`src/rtl/apb_master_arbiter.sv`:
```
// Round-robin arbiter funnelling NB_REQ command ports onto one APB master.
// Three-phase IDLE/SETUP/ACCESS sequencer with optional ACCESS timeout.
module apb_master_arbiter #(
   parameter int NB_REQ         = 2,
   parameter int APB_ADDR_WIDTH = 32,
   parameter int APB_DATA_WIDTH = 32,
   parameter int TIMEOUT        = 16
) (
   input  logic                               clk,
   input  logic                               rst_n,
   input  logic [NB_REQ-1:0]                  req_valid,
   output logic [NB_REQ-1:0]                  req_ready,
   input  logic [NB_REQ*APB_ADDR_WIDTH-1:0]   req_addr,
   input  logic [NB_REQ*APB_DATA_WIDTH-1:0]   req_wdata,
   input  logic [NB_REQ-1:0]                  req_write,
   output logic [NB_REQ-1:0]                  rsp_valid,
   output logic [APB_DATA_WIDTH-1:0]          rsp_rdata,
   output logic                               rsp_err,
   output logic [APB_ADDR_WIDTH-1:0]          master_paddr,
   output logic [APB_DATA_WIDTH-1:0]          master_pwdata,
   output logic                               master_pwrite,
   output logic                               master_psel,
   output logic                               master_penable,
   input  logic [APB_DATA_WIDTH-1:0]          master_prdata,
   input  logic                               master_pready,
   input  logic                               master_pslverr
);

   localparam int AW = APB_ADDR_WIDTH;
   localparam int DW = APB_DATA_WIDTH;
   localparam int IW = $clog2(NB_REQ);
   localparam int CW = (TIMEOUT > 1) ? $clog2(TIMEOUT) : 1;

   typedef enum logic [1:0] {
      IDLE,
      SETUP,
      ACCESS
   } state_t;

   state_t        state;
   logic [IW-1:0] last_grant;
   logic [IW-1:0] owner;
   logic [CW-1:0] cnt;

   logic [IW-1:0] win;
   logic [IW-1:0] win_hi;
   logic [IW-1:0] win_lo;
   logic          found_hi;
   logic          found_any;
   logic          accept;
   logic          tmo_hit;

   logic [AW-1:0] sel_addr;
   logic [DW-1:0] sel_wdata;
   logic          sel_write;

   // Lowest valid index above last_grant wins; otherwise wrap to lowest valid.
   always_comb begin
      found_hi  = 1'b0;
      found_any = 1'b0;
      win_hi    = '0;
      win_lo    = '0;
      for (int i = NB_REQ - 1; i >= 0; i--) begin
         if (req_valid[i]) begin
            found_any = 1'b1;
            win_lo    = IW'(i);
            if (IW'(i) > last_grant) begin
               found_hi = 1'b1;
               win_hi   = IW'(i);
            end
         end
      end
      win = found_hi ? win_hi : win_lo;
   end

   assign accept = (state == IDLE) && found_any;

   always_comb begin
      req_ready = '0;
      for (int i = 0; i < NB_REQ; i++) begin
         req_ready[i] = accept && (IW'(i) == win);
      end
   end

   always_comb begin
      sel_addr  = '0;
      sel_wdata = '0;
      sel_write = 1'b0;
      for (int i = 0; i < NB_REQ; i++) begin
         if (IW'(i) == win) begin
            sel_addr  = req_addr[i*AW +: AW];
            sel_wdata = req_wdata[i*DW +: DW];
            sel_write = req_write[i];
         end
      end
   end

   assign tmo_hit = (TIMEOUT != 0) && (cnt == CW'(TIMEOUT - 1));

   always_ff @(posedge clk) begin
      if (!rst_n) begin
         state          <= IDLE;
         last_grant     <= IW'(NB_REQ - 1);
         owner          <= '0;
         cnt            <= '0;
         master_paddr   <= '0;
         master_pwdata  <= '0;
         master_pwrite  <= 1'b0;
         master_psel    <= 1'b0;
         master_penable <= 1'b0;
         rsp_valid      <= '0;
         rsp_rdata      <= '0;
         rsp_err        <= 1'b0;
      end else begin
         rsp_valid <= '0;
         unique case (state)
            IDLE: begin
               if (accept) begin
                  master_paddr  <= sel_addr;
                  master_pwdata <= sel_wdata;
                  master_pwrite <= sel_write;
                  master_psel   <= 1'b1;
                  owner         <= win;
                  last_grant    <= win;
                  state         <= SETUP;
               end
            end
            SETUP: begin
               master_penable <= 1'b1;
               cnt            <= '0;
               state          <= ACCESS;
            end
            ACCESS: begin
               // pready outranks a timeout landing in the same cycle
               if (master_pready) begin
                  master_psel      <= 1'b0;
                  master_penable   <= 1'b0;
                  rsp_rdata        <= master_prdata;
                  rsp_err          <= master_pslverr;
                  rsp_valid[owner] <= 1'b1;
                  state            <= IDLE;
               end else if (tmo_hit) begin
                  master_psel      <= 1'b0;
                  master_penable   <= 1'b0;
                  rsp_rdata        <= '0;
                  rsp_err          <= 1'b1;
                  rsp_valid[owner] <= 1'b1;
                  state            <= IDLE;
               end else begin
                  cnt <= cnt + 1'b1;
               end
            end
            default: state <= IDLE;
         endcase
      end
   end

endmodule

```
`config.mk`:
```
export PLATFORM = sky130hd
export DESIGN_NAME = apb_master_arbiter
export DESIGN_NICKNAME = d
export VERILOG_FILES = /design/src/rtl/apb_master_arbiter.sv
export SDC_FILE = /design/constraint.sdc
export NUM_CORES = 1
export LEC_CHECK = 0
export CAP_MARGIN = 20
export CORE_MARGIN = 2
export CORE_UTILIZATION = 37
export DETAILED_ROUTE_END_ITERATION = 6
export GPL_TIMING_DRIVEN = 0
export PLACE_DENSITY = 0.81
export SKIP_CTS_REPAIR_TIMING = 1
export SLEW_MARGIN = 20
export SYNTH_ARGS = -nofsm -noshare
export SYNTH_HDL_FRONTEND = slang
export SYNTH_SLANG_ARGS = --single-unit
```
`constraint.sdc`:
```
create_clock -name clk -period 2.1 [get_ports clk]
set_input_delay 0.21 -clock clk [delete_from_list [all_inputs] [get_ports clk]]
set_output_delay 0.21 -clock clk [all_outputs]
set_load 0.05 [all_outputs]
```
# --- Word-level counts from Yosys, hierarchy flattened ---
# Index checks and enable logic that the tools add are counted.
word_totals:
  regBits: 110
  latchBits: 0
  mem_bits_rw: 0
  rom_bits: 0
  in_bits: 168
  output_inout_bits: 104
  word_cells: 73
  mem_count: 0
op_classes:
  n_addsub: 1
  mul: 0
  div: 0
  order_cmp: 4
  n_eq_ne: 7
  shift: 0
  mux: 33
  bitwise: 1
  reduce_logical: 15
ops:
  columns: ["operator", "n"]
  rows:
  - ["$mux 32", 4]
  - ["$mux 1", 17]
  - ["$mux 2", 5]
  - ["$reduce_and 2->1", 5]
  - ["$mux 4", 2]
  - ["$pmux 4 s2", 1]
  - ["$ne 2x2->1 const B", 3]
  - ["$pmux 2 s3", 1]
  - ["$reduce_and 3->1", 2]
  - ["$reduce_bool 2->1", 3]
  - ["$add 4x1->4 const B", 1]
  - ["$eq 4x4->1 const B", 1]
  - ["$logic_and 1x1->1", 4]
  - ["$pmux 1 s2", 2]
  - ["$ne 3x3->1 const B", 1]
  - ["$eq 2x1->1 const B", 1]
  - ["$eq 2x2->1 const B", 1]
  - ["$gt 1x1->1 const A", 2]
  - ["$logic_not 2->1", 1]
  - ["$lt 1x2->1 const B", 1]
  - ["$demux 1 s1", 1]
  - ["$ge 1x1->1 const B", 1]
  - ["$not 1->1", 1]

# --- Logic depth before layout (Yosys ltp) ---
logic_depth:
  word_depth: 8
  mapped_depth: 7

# --- Worst setup path after synthesis ---
# No wires, ideal clock.
synth_timing:
  kind: "register to output"
  start: "register state[0]"
  end: "output req_ready[0]"
  t_arrival_ps: 1540
  t_required_ps: 1890
  path_slack_ps: 350
  path_stages_with_launch: 5
  path_buffers: 0
  cell_sequence: "dfxtp_1 -> inv_1 -> ha_1 -> nand2_1 -> a21oi_1"
synth_via:
  elab_chain_len: 3
synth_lines:
  columns: ["item", "line_no", "rtl"]
  rows:
  - ["start: declaration", "40", "state_t state;"]
  - ["start signal: assignment", "102", "state <= IDLE;"]
  - ["start signal: assignment", "125", "state <= SETUP;"]
  - ["start signal: assignment", "131", "state <= ACCESS;"]
  - ["$logic_not 2->1", "76", "assign accept = (state == IDLE) && found_any;"]
  - ["$logic_and 1x1->1", "76", null]
  - ["$logic_and 1x1->1", "81", "req_ready[i] = accept && (IW'(i) == win);"]
  - ["end: declaration", "12", "output logic [NB_REQ-1:0] req_ready,"]
# Every way passes these cells.

# --- Final worst setup path ---
layout_timing:
  start: "register state[0]"
  end: "register master_paddr[22]"
layout_via:
  elab_chain_len: 3
layout_lines:
  columns: ["item", "line_no", "rtl"]
  rows:
  - ["$logic_not 2->1 *", "76, 116", null]
  - ["$logic_and 1x1->1", "76", null]
  - ["$reduce_and 2->1 (no source line) *", null, null]
  - ["end signal: assignment", "119", "master_paddr <= sel_addr;"]
  - ["end: declaration", "19", "output logic [APB_ADDR_WIDTH-1:0] master_paddr,"]
# Mark *: on every way between the ends. The rest lies on a longest branch, timed or not.
# A chain may end at the register's enable or synchronous reset.

==> metrics.yaml <==
status: "finished, final reports clean"
max_freq_mhz: 532.1
max-vdd-ir-drop_v: 0.0005314
fp.dieW_um: 111.5
cpMostUsedCell: "buf_2"
finalCriticalPeriod_ns: 1.879
worstRegToRegCells: 7
clk_latency_ns: 0.34
drt-total-wl_um: 15030
p_leak_uw: 0.002784
crit_family: "buffers and inverters"
power_frac_clock_pct: 24.1
worst_pin_slew_ns: 0.5498
power.internal_uw: 4319
criticalPathCategory: "reg2reg"
crit_slowest_cell: "dfxtp_1"
vias: 4366
cp_num_buf_inv: 3
p_sw_share_pct: 37.39
p_comb_share_pct: 39.4
crit_end: "master_paddr[22]$_SDFFE_PN0P_"
timing.rr.end: "master_paddr[22]$_SDFFE_PN0P_"
drcViolationCount: 0
ys_types: 35
synth_fp_nets: 550
h-tree-depth: 3
power.density_nw_per_um2: 925.6
setup_slack_ns: 0.2208
worstSetupStartpoint: "state[0]$_SDFFE_PN0P_"
drt-pass1-iter-count: 4
row_count: 39
cts_root_buffer: "clkbuf_16"
finalSetupViolCount: 0
final_core_util_pct: 65.54
crit_cells: 7
grt_pass1_vias: 4621
finalCritPeriodShare_pct: 89.49
r2r_start: "state[0]$_SDFFE_PN0P_"
critPathMaxStageDelay_ns: 0.33
whs_path_depth: 1
hold_viol: 0
maxCapViolations: 0
cts_buffer_depth: 2
crit_arrival_ns: 2.17
skew_ns: 0.005544
via_per_inst: 5.417
drt_iter0_markers: 241
cts_tree: "built"
syn_inst: 376
start_kind: "flip-flop"
seqPwrFrac_pct: 36.6
design.core.area_um2: 11370
yosys_warnings: 0
final_nets: 832
dp_hpwl_um: 11840
antenna_left: 0
rsz0062_at_grt: "no"
power_uw: 6898
ys_seq_area_share_pct: 51.46
syn_to_final_growth_pct: 74.15
portBuffers: 271
grt-ovfl-total: 0
drive_gt1_share_pct: 7.692
mostFrequentLayoutCells: "269 x clkdlybuf4s50_1, 110 x dfxtp_1, 67 x nor3b_1"
worstSetupEndpointType: "flip-flop"
grt_start_max_net_pins: 21
path_clk_slew_ns: 0.07
antenna_cells: 0
switching_power_uw: 2579
synth_area_per_cell_um2: 11.38
wire_per_inst_um: 18.64
maxSlewHeadroom_pct: 63.23
crit_path_cell_trace: "inv_1, ha_1, nand2_1, nor3b_2, buf_2, buf_2, a221o_1"
yosys_register_bits: 110
layout_commonest_cell: "clkdlybuf4s50_1"
cp_max_fo: 10
grt_pass1_wl_um: 23760
dp.cells: 790
synth.cell_area_um2: 4279
hold_path.class: "reg2reg"
clock_sinks: 110
drv_slew: 0
pre_cts_ws_ns: -0.01387
critical_path_required_ns: 2.39
fin_cells: 806
initial_core_util_pct: 37.64
regToRegSetupSlack_ns: 0.22
num_io_pins: 272
gr-usage-all-layers_pct: 23.94
antenna_found_initial: 0
place.gp.congestion: 0.8515
cts_buffers: 9
die_area_um2: 12440
die_y_um: 111.5
whs_ns: 0.4614
## per-stage QoR
stage / TNS (ns) / instance area (um2)
detailed placement: -0.02166 / 7171
finish: 0 / 7452
global route: 0 / 7452
floorplan: 0 / 4279
global placement: -0.01420 / 7171
CTS: -0.6506 / 7462
## worst reg2reg max path, stage by stage, from the launching register on
cell	delay [ns]
dfxtp_1	0.33
inv_1	0.13
ha_1	0.28
nand2_1	0.14
nor3b_2	0.19
buf_2	0.28
buf_2	0.29
a221o_1	0.20
## layer usage
layer / vias to the layer above / track usage [%] / share of wire (%)
met4: 0 / 8.807 / 2.1
met1: 2073 / 26.29 / 39
met2: 217 / 43.50 / 50
li1: 2052 / - / -
met5: - / 0 / 0
met3: 24 / 7.349 / 8.3
## final cells by class
cell class                 instances  area [um2]
multi-input combinational        224        1844
clock buffer                       9       225.2
tap                              143       178.9
sequential                       110        2202
buffer                            37       214.0
fill                             893        3918
timing repair buffer             271        2703
clock inverter                     7       66.31
inverter                           5       18.77
## flip-flops by register name, summed over array words and instances (netlist names)
name and flops:
state 2, owner 1, rsp_err 1, master_pwrite 1
master_paddr 32, master_pwdata 32, rsp_valid 2, last_grant 1
cnt 4, rsp_rdata 32, master_psel 1, master_penable 1
## Yosys cell counts
cell type  count  share of area (%)
a211oi_1       3               0.53
a211oi_2       1               0.29
a21bo_2        2               0.47
a21boi_1       1               0.18
a21oi_1        5               0.58
a21oi_2        1               0.20
a221o_1       65                 15
a22o_1        32                6.5
a31o_2         1               0.20
a32oi_1        1               0.20
a41oi_1        2               0.41
and2_1         1               0.15
and3_1         1               0.15
buf_2         18                2.1
buf_4          2               0.35
buf_6          6                1.6
clkbuf_1      11               0.96
dfxtp_1      110                 51
ha_1           6                1.8
inv_1          4               0.35
inv_2          1              0.088
mux2i_1        3               0.70
nand2_1       15                1.3
nand2b_1       1               0.15
nand3_1        3               0.35
nor2_1         3               0.26
nor2b_1        1               0.15
nor3_1         1               0.12
nor3b_1       67                 12
nor3b_2        1               0.29
o211ai_1       1               0.18
o21a_1         1               0.18
o21ai_0        2               0.23
o221a_1        1               0.26
o22ai_1        2               0.29
## worst min path at each step
stage                             startpoint                            to  slack [ns]
after floorplan            master_prdata[10]    rsp_rdata[10]$_SDFFE_PN0P_        0.34
after global placement    owner$_SDFFE_PN0P_       rsp_valid[0]$_SDFF_PN0_        0.44
after detailed placement  owner$_SDFFE_PN0P_       rsp_valid[0]$_SDFF_PN0_        0.44
after CTS                       req_addr[33]  master_paddr[1]$_SDFFE_PN0P_        0.45
after global routing       master_prdata[23]    rsp_rdata[23]$_SDFFE_PN0P_        0.46
final                     owner$_SDFFE_PN0P_       rsp_valid[0]$_SDFF_PN0_        0.46
## logic make-up after synthesis
kind of cell | count (synthesis) | synth area share, %
fa+ha+maj | 6 | 1.754
simple gates | 94 | 14.68
buf+inv | 42 | 5.438
flops | 110 | 51.46
compound gates | 121 | 25.97
mux | 3 | 0.7018
## power groups by stage
stage	clock network [uW]	registers, uW	logic [uW]
after detailed placement	0	2570	2720
after global placement	0	2550	2690
after floorplan	0	3460	748
after CTS	1700	2520	2740
final	1660	2520	2720
after global routing	1790	2550	2850
No activity file was read; power rests on OpenSTA's default activity.
